[config.mk]
export PLATFORM = sky130hd
export DESIGN_NAME = fpadd_arbiter_flat
export DESIGN_NICKNAME = d
export VERILOG_FILES = /design/src/rtl/fpadd_arbiter_if.sv /design/src/rtl/fpadd_arbiter.sv /design/src/flat_wrapper.sv
export SDC_FILE = /design/constraint.sdc
export NUM_CORES = 1
export LEC_CHECK = 0
export BUFFER_PORTS_ARGS = -buffer_cell sky130_fd_sc_hd__buf_2
export CORE_MARGIN = 2
export CORE_UTILIZATION = 45
export CTS_CLUSTER_DIAMETER = 40
export DETAILED_ROUTE_END_ITERATION = 10
export MAX_ROUTING_LAYER = met4
export PLACE_DENSITY = 0.78
export SETUP_SLACK_MARGIN = 0.15
export SLEW_MARGIN = 5
export SYNTH_ARGS = -nofsm -noshare
export SYNTH_HDL_FRONTEND = slang
export SYNTH_SLANG_ARGS = --single-unit
[constraint.sdc]
create_clock -name clk -period 10.4 [get_ports clk]
set_input_delay 0.52 -clock clk [delete_from_list [all_inputs] [get_ports clk]]
set_output_delay 0.52 -clock clk [all_outputs]
set_load 0.01 [all_outputs]
[src/rtl/fpadd_arbiter_if.sv]
// Request, response and adder-side signals of the two-client FP adder arbiter.
// slave: the arbiter. master: the clients plus the adder pipeline.
interface fpadd_arbiter_if;
  logic [1:0]  req_valid;
  logic [1:0]  req_ready;
  logic [31:0] req_a0;
  logic [31:0] req_b0;
  logic [31:0] req_a1;
  logic [31:0] req_b1;
  logic [1:0]  req_op;
  logic [1:0]  rsp_valid;
  logic [1:0]  rsp_ready;
  logic [31:0] rsp_data0;
  logic [31:0] rsp_data1;
  logic [31:0] fa_a;
  logic [31:0] fa_b;
  logic [31:0] fa_result;

  modport slave (
    input  req_valid, req_a0, req_b0, req_a1, req_b1, req_op, rsp_ready, fa_result,
    output req_ready, rsp_valid, rsp_data0, rsp_data1, fa_a, fa_b
  );

  modport master (
    output req_valid, req_a0, req_b0, req_a1, req_b1, req_op, rsp_ready, fa_result,
    input  req_ready, rsp_valid, rsp_data0, rsp_data1, fa_a, fa_b
  );
endinterface

[src/rtl/fpadd_arbiter.sv]
// Round-robin arbiter/sequencer for a shared fixed-latency FP32 adder with credit-checked
// per-requester result FIFOs. Define FPADD_ARB_SUB_EN to honour req_op (subtract).
module fpadd_arbiter #(
  parameter int unsigned ADD_LAT = 2,
  parameter int unsigned DEPTH   = 4
) (
  input logic            clk,
  input logic            reset_n,
  fpadd_arbiter_if.slave bus
);

  localparam int unsigned AW = $clog2(DEPTH);
  localparam int unsigned CW = $clog2(DEPTH + 1);
  localparam int unsigned NT = ADD_LAT + 1;

  logic [1:0]    elig, grant, push, pop, empty, full;
  logic          accept, gid, op_sub;
  logic          last_q, last_d;
  logic [CW-1:0] cnt_q [2];
  logic [CW-1:0] cnt_d [2];
  logic [31:0]   fa_a_q, fa_a_d, fa_b_q, fa_b_d, sel_a, sel_b;
  logic [NT-1:0] tag_vld_q, tag_vld_d, tag_id_q, tag_id_d;
  logic [AW:0]   wptr_q [2];
  logic [AW:0]   wptr_d [2];
  logic [AW:0]   rptr_q [2];
  logic [AW:0]   rptr_d [2];
  logic [31:0]   mem_q [2][DEPTH];
  logic [31:0]   mem_d [2][DEPTH];

  // Grants are suppressed while reset is asserted so nothing is accepted in that cycle.
  always_comb begin
    for (int i = 0; i < 2; i++) begin
      elig[i] = bus.req_valid[i] && (cnt_q[i] < CW'(DEPTH));
    end
    grant = 2'b00;
    if (reset_n) begin
      if (elig == 2'b11) grant = last_q ? 2'b01 : 2'b10;
      else               grant = elig;
    end
    accept = |grant;
    gid    = grant[1];
    last_d = accept ? gid : last_q;
  end

`ifdef FPADD_ARB_SUB_EN
  assign op_sub = gid ? bus.req_op[1] : bus.req_op[0];
`else
  logic unused_req_op;
  assign unused_req_op = ^bus.req_op;
  assign op_sub        = 1'b0;
`endif

  always_comb begin
    sel_a     = gid ? bus.req_a1 : bus.req_a0;
    sel_b     = gid ? bus.req_b1 : bus.req_b0;
    fa_a_d    = accept ? sel_a : fa_a_q;
    fa_b_d    = accept ? {sel_b[31] ^ op_sub, sel_b[30:0]} : fa_b_q;
    tag_vld_d = {tag_vld_q[NT-2:0], accept};
    tag_id_d  = {tag_id_q[NT-2:0], gid};
  end

  always_comb begin
    mem_d = mem_q;
    for (int i = 0; i < 2; i++) begin
      empty[i] = (wptr_q[i] == rptr_q[i]);
      full[i]  = (wptr_q[i][AW] != rptr_q[i][AW]) &&
                 (wptr_q[i][AW-1:0] == rptr_q[i][AW-1:0]);
      push[i]  = tag_vld_q[NT-1] && (tag_id_q[NT-1] == (i == 1));
      pop[i]   = !empty[i] && bus.rsp_ready[i];
      wptr_d[i] = wptr_q[i] + {{AW{1'b0}}, push[i]};
      rptr_d[i] = rptr_q[i] + {{AW{1'b0}}, pop[i]};
      cnt_d[i]  = cnt_q[i] + {{(CW-1){1'b0}}, grant[i]} - {{(CW-1){1'b0}}, pop[i]};
      if (push[i]) mem_d[i][wptr_q[i][AW-1:0]] = bus.fa_result;
    end
  end

  always_ff @(posedge clk) begin
    if (!reset_n) begin
      last_q    <= 1'b1;
      fa_a_q    <= '0;
      fa_b_q    <= '0;
      tag_vld_q <= '0;
      tag_id_q  <= '0;
      for (int i = 0; i < 2; i++) begin
        cnt_q[i]  <= '0;
        wptr_q[i] <= '0;
        rptr_q[i] <= '0;
      end
    end else begin
      last_q    <= last_d;
      fa_a_q    <= fa_a_d;
      fa_b_q    <= fa_b_d;
      tag_vld_q <= tag_vld_d;
      tag_id_q  <= tag_id_d;
      for (int i = 0; i < 2; i++) begin
        cnt_q[i]  <= cnt_d[i];
        wptr_q[i] <= wptr_d[i];
        rptr_q[i] <= rptr_d[i];
      end
    end
  end

  // Storage only; validity is carried entirely by the pointers.
  always_ff @(posedge clk) begin
    mem_q <= mem_d;
  end

  assign bus.req_ready = grant;
  assign bus.rsp_valid = ~empty;
  assign bus.rsp_data0 = empty[0] ? 32'h0 : mem_q[0][rptr_q[0][AW-1:0]];
  assign bus.rsp_data1 = empty[1] ? 32'h0 : mem_q[1][rptr_q[1][AW-1:0]];
  assign bus.fa_a      = fa_a_q;
  assign bus.fa_b      = fa_b_q;

  // The adder cannot stall, so a result must never land in a full FIFO unless a pop frees it.
  push_into_full_a: assert property (@(posedge clk) disable iff (!reset_n)
    ((push & full & ~pop) == 2'b00));

endmodule

[src/flat_wrapper.sv]
// flat-port wrapper written by rule: the top's interface ports become plain ports
module fpadd_arbiter_flat 
#(
  parameter int unsigned ADD_LAT = 2,
  parameter int unsigned DEPTH   = 4
)
  (clk, reset_n, bus_req_valid, bus_req_a0, bus_req_b0, bus_req_a1, bus_req_b1, bus_req_op, bus_rsp_ready, bus_fa_result, bus_req_ready, bus_rsp_valid, bus_rsp_data0, bus_rsp_data1, bus_fa_a, bus_fa_b);
  fpadd_arbiter_if bus_i ();
  input logic clk;
  input logic reset_n;
  input wire logic [$bits(bus_i.req_valid)-1:0] bus_req_valid;
  input wire logic [$bits(bus_i.req_a0)-1:0] bus_req_a0;
  input wire logic [$bits(bus_i.req_b0)-1:0] bus_req_b0;
  input wire logic [$bits(bus_i.req_a1)-1:0] bus_req_a1;
  input wire logic [$bits(bus_i.req_b1)-1:0] bus_req_b1;
  input wire logic [$bits(bus_i.req_op)-1:0] bus_req_op;
  input wire logic [$bits(bus_i.rsp_ready)-1:0] bus_rsp_ready;
  input wire logic [$bits(bus_i.fa_result)-1:0] bus_fa_result;
  output wire logic [$bits(bus_i.req_ready)-1:0] bus_req_ready;
  output wire logic [$bits(bus_i.rsp_valid)-1:0] bus_rsp_valid;
  output wire logic [$bits(bus_i.rsp_data0)-1:0] bus_rsp_data0;
  output wire logic [$bits(bus_i.rsp_data1)-1:0] bus_rsp_data1;
  output wire logic [$bits(bus_i.fa_a)-1:0] bus_fa_a;
  output wire logic [$bits(bus_i.fa_b)-1:0] bus_fa_b;
  assign bus_i.req_valid = bus_req_valid;
  assign bus_i.req_a0 = bus_req_a0;
  assign bus_i.req_b0 = bus_req_b0;
  assign bus_i.req_a1 = bus_req_a1;
  assign bus_i.req_b1 = bus_req_b1;
  assign bus_i.req_op = bus_req_op;
  assign bus_i.rsp_ready = bus_rsp_ready;
  assign bus_i.fa_result = bus_fa_result;
  assign bus_req_ready = bus_i.req_ready;
  assign bus_rsp_valid = bus_i.rsp_valid;
  assign bus_rsp_data0 = bus_i.rsp_data0;
  assign bus_rsp_data1 = bus_i.rsp_data1;
  assign bus_fa_a = bus_i.fa_a;
  assign bus_fa_b = bus_i.fa_b;
  fpadd_arbiter #(.ADD_LAT(ADD_LAT), .DEPTH(DEPTH)) u_core (.clk(clk), .reset_n(reset_n), .bus(bus_i));
endmodule
## Word level (Yosys, flattened, before mapping)

Memory sizes are Yosys's and may differ from the RTL's.
Cells that the tools add are included.

| storage, ports and cells | value |
|---|---|
| register bits after elaboration | 327 |
| RAM bits | 18 |
| input bits | 168 |
| output and inout bits | 132 |
| word-level logic and storage cells | 85 |
| memories kept | 3 |

| operators by class | value |
|---|---|
| add/subtract/negate cells | 8 |
| $lt $le $gt $ge | 8 |
| equality and inequality tests | 3 |
| mux-type cells | 27 |
| bitwise gates (word level) | 12 |
| reduce and logical (&&, ||, !) cells | 11 |

Memories:

| name | depth | bits a word | read ports | clocked after memory_dff | wr ports | line | text |
|---|---|---|---|---|---|---|---|
| u_core.cnt_q | 2 | 3 | 2 | 0 | 2 | fpadd_arbiter.sv:19 | `logic [CW-1:0] cnt_q [2];` |
| u_core.rptr_q | 2 | 3 | 2 | 0 | 2 | fpadd_arbiter.sv:25 | `logic [AW:0] rptr_q [2];` |
| u_core.wptr_q | 2 | 3 | 2 | 0 | 2 | fpadd_arbiter.sv:23 | `logic [AW:0] wptr_q [2];` |

Operators by type and width:

| operator | number |
|---|---|
| 32-bit two-way mux | 10 |
| 128-bit bitwise mux | 2 |
| 32-bit binary-select mux with 2-bit select | 2 |
| 32-bit demux with 2-bit select | 2 |
| 3-bit by 1-bit adder with 3-bit output | 6 |
| 3-bit two-way mux | 6 |
| 3-bit greater-or-equal comparator (second input constant) | 4 |
| 2-bit inverter with 3-bit output | 4 |
| 1-bit logical AND | 8 |
| 3-bit == test | 2 |
| 3-bit by 1-bit less-than comparator with 1-bit output (second input constant) | 2 |
| 3-bit less-than comparator (second input constant) | 2 |
| 2-bit two-way mux | 3 |
| 1-bit OR | 6 |
| 3-bit by 1-bit subtractor with 3-bit output | 2 |
| 2-bit == test (second input constant) | 1 |
| 1-bit logical NOT | 2 |
| 1-bit two-way mux | 2 |
| 2-bit inverter | 1 |
| 2-bit OR reduction | 1 |
| 1-bit inverter | 1 |

## Depth between registers and ports, before layout

Gate-level depths: netlist of the first run.
An unclocked memory read counts as a cell.

| depth | value |
|---|---|
| depth in word-level cells | 9 |
| mapped depth | 12 |
| depth with buffers taken out | 10 |

## Least setup slack after synthesis of the first run

Ideal clock, no wire load.

| timing path | value |
|---|---|
| path kind | flip-flop to flip-flop |
| start point | register u_core.tag_vld_q[2] |
| end point | register u_core.mem_q[224] (netlist bit) (enable) |
| library setup time | 0.468 ns |
| data arrival time | 2.957 ns |
| required time | 9.932 ns |
| setup slack | 6.975 ns |
| stages on the path, launching flop included | 3 |
| path buffers | 0 |
| clock period less this slack | 3.425 ns |
| cell sequence | dfxtp_1 nor2b_1 nor3b_1 |

| on the way | value |
|---|---|
| word-level cells in the longest chain between the ends | 1 |

RTL lines:

| item | line | text |
|---|---|---|
| from (decl) | fpadd_arbiter.sv:22 | `logic [NT-1:0] tag_vld_q, tag_vld_d, tag_id_q, tag_id_d;` |
| from (signal assigned) | fpadd_arbiter.sv:93 | `tag_vld_q <= tag_vld_d;` |
| 1-bit logical AND | fpadd_arbiter.sv:68 | `push[i] = tag_vld_q[NT-1] && (tag_id_q[NT-1] == (i == 1));` |
| to (signal assigned) | fpadd_arbiter.sv:105 | `mem_q <= mem_d;` |
| to (decl) | fpadd_arbiter.sv:27 | `logic [31:0] mem_q [2][DEPTH];` |

Every way passes these cells.
A chain may end at the register's enable or synchronous reset.

==> flow_summary.toml, run 1 <==
[run_status]
status = "finished with violations"
violations = "DRC"

[final_layout]
flow.area_growth_from_synthesis_pct = 22.7
design.final.nets = 1361
seq_area_sq_um = 9470
drive_gt1_frac = 0.383
filler_cell_count = 2425
instances_no_fill = 1614
multiInputGateArea_sq_um = 4190

[worst_setup_path]
worst-endpoint-arrival_ns = 2.83
r2r_setup_slack_ns = 7.32
cp.required_ns = 9.88
crit_type = "register to output port"
kind_of_start_point_of_the_critical_path = "register"
r2r-end = "u_core.cnt_q[0][5]"
cp-end-kind = "output port"
cp_max_fo = 34
critical_register_to_register_path_startpoint = "u_core.rptr_q[0][4]"
worstRegToRegCells = 9

[pwr]
cell_leakage_power_nw = 6.39
vdd_drop_max_v = 0.000145
finalPower_mw = 3.71
power_per_cell_area_nw_per_um2 = 214

[worst_hold_path]
holdPathStages = 1
hold_path_startpoint = "bus_fa_result[9]"
hold_class = "primary input to register"
min_delay_worst_endpoint = "u_core.mem_q[233]"

[yosys]
synthCells = 910
yosys_register_bits = 345
async_reset_ff_frac = 0
synth_seq_area_share = 0.671
post-synth-top-count-cell = "sky130_fd_sc_hd__edfxtp_1"
synth_top_cell_area_share = 0.545
synth_flop_cell = "sky130_fd_sc_hd__edfxtp_1"
mapped_nets = 1090
synth_edf_count = 256
synthesis.area_sq_um = 14100
synth.top_cells.by_count = "sky130_fd_sc_hd__edfxtp_1, sky130_fd_sc_hd__dfxtp_1, sky130_fd_sc_hd__nor2b_1"
synth_cell_type_count = 37
synth_area_per_cell_sq_um = 15.5
synth.yosys.warnings = 0
synth.top_cells.by_area = "sky130_fd_sc_hd__edfxtp_1, sky130_fd_sc_hd__dfxtp_1, sky130_fd_sc_hd__mux4_2"
synthDominantAreaCellType = "sky130_fd_sc_hd__edfxtp_1"

[sta]
hold_violation_total_from_the_final_report = 0
fin_setup_tns_ns = 0
finalSetupViolCount = 0
final_period_minus_worst_setup_slack_ns = 3.35
grt_setup_unrepaired = "no"
layout_worst_path_cycle_share = 0.322
clock_skew_ns = 0.0231
remaining_max_slew_budget_at_the_tightest_pin = 0.255
max_slew.worst_pin.slew_ns = 1.12
finalHoldWorstSlack_ns = 0.240
timing_max_transition_violations_final = 0
achievable-frequency_ghz = 0.298

[global_routing]
first_global_vias = 9404
grt.total_usage = 0.215
pin_count_of_the_biggest_net_entering_global_routing = 80
global_route.overflow_total = 0
antenna_found_initial = 3
grt_pass1_wl_um = 52700

[detailed_routing]
drtPass1Iterations = 11
detailroute.via_count = 9247
drt-vias-per-instance = 5.73
drt-total-wl_um = 34600
routed_wire_length_per_instance_um = 21.5
detail-route-antenna-nets = 0
drc = 2
drc_marker_count_from_the_first_detailed_route_iteration = 708

[floorplanning]
dieWidth_um = 181
core_area_sq_um = 30700
num_io_pins = 300
row_count = 64
total_die_area_sq_um = 32800
die_y_um = 181
initial_core_util = 0.459

[cts]
clk_pin_slew_ns = 0.07
post_cts_hold_buffer_count = 0
cts-root-to-sink-buffers = 3
post_cts_setup_repair_bufs = 0
root_buffer = "sky130_fd_sc_hd__clkbuf_16"
cts_inserted_buffers = 45
clock_sink_count = 345
worst_skew_pair.late_latency_ns = 0.55
cts_htree_levels = 2
clock_tree_from_tritoncts = "yes"
cts-resized-gates = 0

[job]
cap_viol_max_count = 0

[placement]
place.detailed.instances = 1530
globalplace.congestion = 0.791
port-buffer-count = 297
post-dp-hpwl_um = 20000
worst max-delay path by stage:
| stage | endpoint | from | depth (start not counted) | slack, ns |
|---|---|---|---|---|
| 2_1_floorplan | u_core.mem_q[224] | u_core.tag_vld_q[2] | 2 | 6.98 |
| 3_3_place_gp | u_core.cnt_q[0][5] | u_core.rptr_q[0][4] | 9 | 7.33 |
| 3_5_place_dp | u_core.cnt_q[0][5] | u_core.rptr_q[0][4] | 9 | 7.30 |
| 4_1_cts | bus_rsp_data1[1] | u_core.rptr_q[0][4] | 5 | 6.98 |
| 5_1_grt | bus_rsp_data1[1] | u_core.rptr_q[0][4] | 5 | 6.89 |
| 6_report | bus_rsp_data1[1] | u_core.rptr_q[0][4] | 5 | 7.05 |
layer usage:
metal / vias up / wire [um] / GRT usage
met5: - / 0 / -
met1: 4532 / 13100 / 0.260
met4: 0 / 1080 / 0.0738
li1: 4175 / - / -
met2: 467 / 18000 / 0.367
met3: 73 / 2520 / 0.0363
stage by stage:
step	cell area [sq um]	util	worst slack (ns)
after floorplan	14100	-	6.98
after global placement	15800	0.514	7.33
after detailed placement	15800	0.514	7.30
after CTS	17300	0.563	6.98
after global routing	17300	0.563	6.89
final	17300	0.563	7.05
registers in the layout, indices dropped and copies added, names as in the netlist:
name and flops:
u_core.bus.fa_a 32, u_core.bus.fa_b 32, u_core.cnt_q 6, u_core.last_q 1
u_core.mem_q 256, u_core.rptr_q 6, u_core.tag_id_q 3, u_core.tag_vld_q 3
u_core.wptr_q 6
layout by cell type, fill, tap and decap left out, types with 5 or more instances in the layout:
| master | count |
|---|---|
| sky130_fd_sc_hd__mux4_2 | 64 |
| sky130_fd_sc_hd__o31ai_1 | 64 |
| sky130_fd_sc_hd__xnor2_1 | 5 |
| sky130_fd_sc_hd__buf_4 | 16 |
| sky130_fd_sc_hd__dfxtp_1 | 85 |
| sky130_fd_sc_hd__inv_1 | 9 |
| sky130_fd_sc_hd__clkbuf_16 | 46 |
| sky130_fd_sc_hd__and2_1 | 20 |
| sky130_fd_sc_hd__o21ai_0 | 65 |
| sky130_fd_sc_hd__ha_1 | 10 |
| sky130_fd_sc_hd__edfxtp_1 | 256 |
| sky130_fd_sc_hd__a31oi_1 | 64 |
| sky130_fd_sc_hd__inv_6 | 5 |
| sky130_fd_sc_hd__clkbuf_1 | 8 |
| sky130_fd_sc_hd__buf_2 | 296 |
| sky130_fd_sc_hd__bufinv_16 | 5 |
| sky130_fd_sc_hd__nor2b_1 | 67 |
| sky130_fd_sc_hd__nand4_1 | 65 |
| sky130_fd_sc_hd__xor2_1 | 9 |
logic make-up after synthesis:
group           Yosys count  share of synthesized area
buf+inv                  97                     0.0362
xor+xnor                 15                     0.0106
fa+ha+maj                12                     0.0117
compound gates          197                     0.0881
mux                      64                      0.102
simple gates            180                     0.0804
flops                   345                      0.671
critical path: stages, from the launching register on:
cell and delay [ns]:
sky130_fd_sc_hd__dfxtp_2 0.98, sky130_fd_sc_hd__xor2_1 0.35, sky130_fd_sc_hd__nor3_4 0.20, sky130_fd_sc_hd__buf_4 0.42
sky130_fd_sc_hd__nor2b_1 0.15, sky130_fd_sc_hd__buf_2 0.17
cell type report:
cell class | count | share of cell area
Tap cell | 396 | 0.0286
Multi-Input combinational cell | 468 | 0.242
Antenna cell | 2 | 0.000289
Clock buffer | 54 | 0.0682
Inverter | 9 | 0.00195
Sequential cell | 345 | 0.547
Timing Repair Buffer | 312 | 0.0925
Clock inverter | 28 | 0.0197
power by group:
part / internal [mW] / switching, mW
combinational: 0.213 / 0.351
sequential: 1.55 / 0.0434
clock: 0.951 / 0.604
Power figures use the tool's default switching activity.
==> run 2: changes to the inputs <==
--- a/config.mk
+++ b/config.mk
@@ -11,7 +11,7 @@
 export CTS_CLUSTER_DIAMETER = 40
 export DETAILED_ROUTE_END_ITERATION = 10
 export MAX_ROUTING_LAYER = met4
-export PLACE_DENSITY = 0.78
+export PLACE_DENSITY = 0.8
 export SETUP_SLACK_MARGIN = 0.15
 export SLEW_MARGIN = 5
 export SYNTH_ARGS = -nofsm -noshare
==> constraint.sdc (replaced) <==
create_clock -name clk -period 2.7 [get_ports clk]
set_input_delay 0.135 -clock clk [delete_from_list [all_inputs] [get_ports clk]]
set_output_delay 0.135 -clock clk [all_outputs]
set_load 0.01 [all_outputs]
==> run 2 against run 1 <==
The flow now finishes without violations. Sequential power rose to 3.9 times the previous value. Total power rose to 4.1 times the previous value. Clock power rose to 4.0 times the previous value. Global-route usage rose by 3.7 points. Clock skew fell by 0.0031 ns. Non-clock buffer count rose by 170. Highest routed layer unchanged. First-iteration DRC count rose by 50%. Register-to-register slack got worse by 7.1 ns.
==> flow_summary.toml, run 2 (synthesized netlist as in run 1, its figures left out) <==
[run_status]
status = "complete, no violations"

[sta]
achievable-frequency_ghz = 0.410
hold_violation_total_from_the_final_report = 0
timing_max_transition_violations_final = 0
clock_skew_ns = 0.0200
max_slew.worst_pin.slew_ns = 0.732
final_period_minus_worst_setup_slack_ns = 2.44
finalSetupViolCount = 0
grt_setup_unrepaired = "no"
remaining_max_slew_budget_at_the_tightest_pin = 0.512
layout_worst_path_cycle_share = 0.903
fin_setup_tns_ns = 0

[cts]
cts_inserted_buffers = 45
worst_skew_pair.late_latency_ns = 0.54
root_buffer = "sky130_fd_sc_hd__clkbuf_16"
clock_tree_from_tritoncts = "yes"
cts_htree_levels = 2
clock_sink_count = 345
clk_pin_slew_ns = 0.05
cts-root-to-sink-buffers = 3

[detailed_routing]
routed_wire_length_per_instance_um = 22.6
drt-vias-per-instance = 5.85
drtPass1Iterations = 5
detailroute.via_count = 10476
drt-total-wl_um = 40500
drc = 0
drc_marker_count_from_the_first_detailed_route_iteration = 1061
detail-route-antenna-nets = 0

[pwr]
clockPowerShare = 0.414
comb_power_share = 0.179
net_switching_share_of_the_total_power = 0.264
cell_leakage_power_nw = 7.24
switchingPower_mw = 3.99
share_seq_of_total_power = 0.406
internal_power_mw = 11.1
power_per_cell_area_nw_per_um2 = 787
vdd_drop_max_v = 0.000530
finalPower_mw = 15.1

[floorplanning]
num_io_pins = 300
core_area_sq_um = 30700
die_y_um = 181
initial_core_util = 0.459
row_count = 64
total_die_area_sq_um = 32800
dieWidth_um = 181

[placement]
port-buffer-count = 297
placement_stage_cell_area_sq_um = 16000
post-dp-hpwl_um = 21500
globalplace.congestion = 0.861
place.detailed.instances = 1540

[worst_setup_path]
cp-end-kind = "register"
critical_register_to_register_path_startpoint = "u_core.cnt_q[0][2]"
r2r_setup_slack_ns = 0.26
cpLargestDelayFamily = "buffers and inverters"
crit_type = "register to register"
critical_path.cell_chain = "nor2b_4, buf_6, o21a_2, buf_12, a31oi_1, dlygate4sd3_1"
kind_of_start_point_of_the_critical_path = "register"
max_stage_delay_ns = 0.62
cp_max_fo = 66
critical_path.slowest_cell = "sky130_fd_sc_hd__dlygate4sd3_1"
worst-endpoint-arrival_ns = 2.84
cp.required_ns = 3.10
worst_setup_path_startpoint = "u_core.cnt_q[0][2]"
r2r-end = "u_core.bus.fa_a[0]"
worstRegToRegCells = 6
critical_path.n_buffers_inverters = 3

[final_layout]
drive_gt1_frac = 0.347
instances_no_fill = 1791
filler_cell_count = 2133
finalInstanceArea_sq_um = 19200
regMostFlops = "u_core.mem_q"
largest_reg_flops = 256
design.final.nets = 1531
flow.area_growth_from_synthesis_pct = 36.0
layout_commonest_cell = "sky130_fd_sc_hd__buf_2"
most-common-layout-cells = "sky130_fd_sc_hd__buf_2, sky130_fd_sc_hd__edfxtp_1, sky130_fd_sc_hd__dlygate4sd3_1"

[worst_hold_path]
holdPathStages = 3
hold_path_startpoint = "bus_req_b1[28]"
min_delay_worst_endpoint = "u_core.bus.fa_b[28]"
hold_class = "primary input to register"

[global_routing]
grt_pass1_wl_um = 62100
antenna_found_initial = 8
first_global_vias = 10753
grt.total_usage = 0.253
pin_count_of_the_biggest_net_entering_global_routing = 155
global_route.overflow_total = 0

[job]
cap_viol_max_count = 0
-- run 2: cell count changes in the layout (fill, tap and decap cells not counted), moves of 3 or more --
cell                            before  now
sky130_fd_sc_hd__buf_12              0    5
sky130_fd_sc_hd__bufinv_16           5    8
sky130_fd_sc_hd__clkinv_2            3    7
sky130_fd_sc_hd__diode_2             2    8
sky130_fd_sc_hd__dlygate4sd3_1       0  160
sky130_fd_sc_hd__nor3b_2             3    0
sky130_fd_sc_hd__nor3b_4             0    3
-- run 2: worst max path at each step --
| stage | slack, ns | end | cells after the start |
|---|---|---|---|
| final | 0.26 | u_core.bus.fa_a[0] | 6 |
| after global routing | 0.17 | u_core.cnt_q[0][5] | 9 |
| after CTS | 0.15 | u_core.cnt_q[0][5] | 9 |
| after detailed placement | 0.26 | u_core.cnt_q[0][5] | 9 |
| after global placement | 0.28 | u_core.cnt_q[0][5] | 9 |
| after floorplan | 0.16 | u_core.cnt_q[0][2] | 12 |
-- run 2: routing by layer --
| metal | vias to the layer above | GRT usage | part of all wire |
|---|---|---|---|
| met3 | 107 | 0.0405 | 0.080 |
| met5 | - | - | 0 |
| met4 | 0 | 0.116 | 0.047 |
| li1 | 4535 | - | - |
| met2 | 688 | 0.422 | 0.50 |
| met1 | 5146 | 0.303 | 0.37 |
-- run 2: final cells by class --
class / instances / area, sq um / area share
antenna: 8 / 20.0 / 0.00104
clock buffer: 56 / 1210 / 0.0630
clock inverter: 27 / 393 / 0.0205
inverter: 9 / 33.8 / 0.00176
multi-input combinational: 468 / 4220 / 0.220
sequential: 345 / 9480 / 0.494
tap: 396 / 495 / 0.0258
timing repair buffer: 482 / 3360 / 0.175
-- run 2: timing repair --
item	CTS	global route
hold buffers	160	0
endpoints found under the hold margin	322	0
setup endpoints to repair	46	65
setup buffers	0	0
gates cloned	0	0
gates resized for setup	2	4
-- run 2: worst reg2reg max path, delay by kind of cell, from the launching register on --
family,cells,cell delay [ns]
DFF,1,0.36
buffers and inverters,3,1.36
and+or+nand+nor,1,0.14
AOI/OAI and AO/OA,2,0.44
-- run 2: stage by stage --
stage	worst slack [ns]	util	hold slack [ns]
after floorplan	0.160	-	0.234
after global placement	0.284	0.519	0.398
after detailed placement	0.264	0.519	0.405
after CTS	0.153	0.623	0.00881
after global routing	0.168	0.624	0.0388
final	0.262	0.624	0.0534
-- run 2: power by group through the flow --
stage | Sequential (mW) | Combinational (mW) | Clock (mW)
2_1_floorplan | 6.27 | 1.39 | 0
6_report | 6.14 | 2.71 | 6.26
4_1_cts | 6.11 | 2.61 | 6.35
3_3_place_gp | 6.20 | 2.18 | 0
3_5_place_dp | 6.21 | 2.23 | 0
5_1_grt | 6.15 | 2.88 | 6.59
==> run 3: changes to the inputs <==
--- a/config.mk
+++ b/config.mk
@@ -6,12 +6,14 @@
 export NUM_CORES = 1
 export LEC_CHECK = 0
 export BUFFER_PORTS_ARGS = -buffer_cell sky130_fd_sc_hd__buf_2
+export CELL_PAD_IN_SITES_DETAIL_PLACEMENT = 1
+export CELL_PAD_IN_SITES_GLOBAL_PLACEMENT = 1
 export CORE_MARGIN = 2
-export CORE_UTILIZATION = 45
+export CORE_UTILIZATION = 40
 export CTS_CLUSTER_DIAMETER = 40
 export DETAILED_ROUTE_END_ITERATION = 10
 export MAX_ROUTING_LAYER = met4
-export PLACE_DENSITY = 0.8
+export PLACE_DENSITY = 0.85
 export SETUP_SLACK_MARGIN = 0.15
 export SLEW_MARGIN = 5
 export SYNTH_ARGS = -nofsm -noshare
==> run 3 against run 2 <==
Design area rose by 0.53%. Total power rose by 0.37%. Sequential power barely moved. Combinational power rose by 6%. Via count fell by 1.1%. Count of clock-buffer cells in the layout fell by 3. Hold slack improved by 0.017 ns.
==> flow_summary.toml, run 3 (synthesized netlist as in run 1, its figures left out) <==
[run_status]
status = "complete, no violations"

[worst_setup_path]
crit_type = "register to output port"
kind_of_start_point_of_the_critical_path = "register"
cp.required_ns = 2.57
worstRegToRegCells = 5
worst-endpoint-arrival_ns = 2.30
cp-end-kind = "output port"
r2r_setup_slack_ns = 0.32
cp_max_fo = 36
r2r-end = "u_core.bus.fa_b[23]"
critical_register_to_register_path_startpoint = "u_core.cnt_q[0][2]"

[sta]
layout_worst_path_cycle_share = 0.903
grt_setup_unrepaired = "no"
finalWorstSetupSlack_ns = 0.262
max_slew.worst_pin.slew_ns = 0.808
final_period_minus_worst_setup_slack_ns = 2.44
fin_setup_tns_ns = 0
hold_violation_total_from_the_final_report = 0
achievable-frequency_ghz = 0.410
finalHoldWorstSlack_ns = 0.0700
remaining_max_slew_budget_at_the_tightest_pin = 0.462
finalSetupViolCount = 0
clock_skew_ns = 0.0236
timing_max_transition_violations_final = 0

[floorplanning]
initial_core_util = 0.408
dieWidth_um = 192
core_area_sq_um = 34600
total_die_area_sq_um = 36800
die_y_um = 192
row_count = 68
num_io_pins = 300

[pwr]
clockPowerShare = 0.405
cell_leakage_power_nw = 7.27
share_seq_of_total_power = 0.405
vdd_drop_max_v = 0.000502
finalPower_mw = 15.2
internal_power_mw = 11.0
comb_power_share = 0.189
net_switching_share_of_the_total_power = 0.273
switchingPower_mw = 4.14
power_per_cell_area_nw_per_um2 = 786

[placement]
globalplace.congestion = 0.856
placement_stage_cell_area_sq_um = 16100
preCtsSetupSlack_ns = 0.229
post-dp-hpwl_um = 24400
port-buffer-count = 297
place.detailed.instances = 1603

[final_layout]
finalInstanceArea_sq_um = 19300
filler_cell_count = 3372
flow.area_growth_from_synthesis_pct = 36.7
finish.utilization = 0.557
multiInputGateArea_sq_um = 4220
instances_no_fill = 1857
most-common-layout-cells = "sky130_fd_sc_hd__buf_2, sky130_fd_sc_hd__edfxtp_1, sky130_fd_sc_hd__dlygate4sd3_1"
seq_area_sq_um = 9480
layout_commonest_cell = "sky130_fd_sc_hd__buf_2"
largest_reg_flops = 256
regMostFlops = "u_core.mem_q"
drive_gt1_frac = 0.351
design.final.nets = 1542

[detailed_routing]
detail-route-antenna-nets = 0
drt-vias-per-instance = 5.58
met2_length_um = 22900
routed_wire_length_per_instance_um = 24.2
met1_length_um = 16500
drtPass1Iterations = 6
drc_marker_count_from_the_first_detailed_route_iteration = 600
drc = 0
detailroute.via_count = 10363
top_signal_layer_used = "met4"
met3_length_um = 3220
drt-total-wl_um = 45000

[worst_hold_path]
hold_class = "primary input to register"
hold_path_startpoint = "bus_req_valid[0]"
min_delay_worst_endpoint = "u_core.tag_vld_q[0]"
holdPathStages = 3

[cts]
cts_inserted_buffers = 46
cts_htree_levels = 2
clk_pin_slew_ns = 0.05
clock_sink_count = 345
cts-root-to-sink-buffers = 3
clock_tree_from_tritoncts = "yes"
worst_skew_pair.late_latency_ns = 0.55
root_buffer = "sky130_fd_sc_hd__clkbuf_16"

[global_routing]
first_global_vias = 11519
grt.total_usage = 0.255
antenna_found_initial = 4
pin_count_of_the_biggest_net_entering_global_routing = 155
grt_pass1_wl_um = 68000
global_route.overflow_total = 0

[job]
cap_viol_max_count = 0
==> run 3: worst max path at each step <==
stage               slack, ns           startpoint  cells after the start            endpoint
floorplan                0.16  u_core.rptr_q[0][0]                     12  u_core.cnt_q[0][2]
global placement         0.27  u_core.wptr_q[0][3]                      9  u_core.cnt_q[0][5]
detailed placement       0.23  u_core.wptr_q[0][3]                      9  u_core.cnt_q[0][5]
CTS                      0.17  u_core.rptr_q[0][3]                      4    bus_rsp_data1[1]
global route             0.15  u_core.rptr_q[0][3]                      4    bus_rsp_data1[1]
finish                   0.26  u_core.rptr_q[0][3]                      4    bus_rsp_data1[1]
==> run 3: cell type report <==
type                       count  share of cell area
sequential                   345               0.491
tap                          455              0.0295
multi-input combinational    468               0.218
clock buffer                  53              0.0626
inverter                       9             0.00175
antenna                        4            0.000519
clock inverter                31              0.0183
timing repair buffer         492               0.178
==> run 3: power groups by stage <==
stage	Combinational [mW]	Sequential [mW]	Clock, mW
2_1_floorplan	1.39	6.27	0
3_5_place_dp	2.36	6.22	0
4_1_cts	2.76	6.12	6.24
6_report	2.87	6.14	6.15
3_3_place_gp	2.31	6.21	0
5_1_grt	3.08	6.16	6.47
==> run 3: worst max-delay path, cell delays in order (launching register included) <==
cell and delay (ns):
sky130_fd_sc_hd__dfxtp_2 0.38, sky130_fd_sc_hd__clkbuf_8 0.44, sky130_fd_sc_hd__mux4_2 0.56, sky130_fd_sc_hd__nor2b_1 0.19
sky130_fd_sc_hd__buf_2 0.18
==> run 3: timing repair <==
| item | CTS | global route |
|---|---|---|
| resized for setup | 2 | 4 |
| pin swaps | 0 | 0 |
| cloned | 0 | 0 |
| hold endpoints to repair | 322 | 0 |
| endpoints found under the setup margin | 64 | 69 |
| hold buffers | 162 | 0 |
| buffers inserted | 0 | 4 |
==> run 3: layer usage <==
metal | global-route usage | up-vias
met1 | 0.281 | 5201
met5 | - | -
met2 | 0.435 | 507
met3 | 0.0532 | 123
li1 | - | 4532
met4 | 0.133 | 0
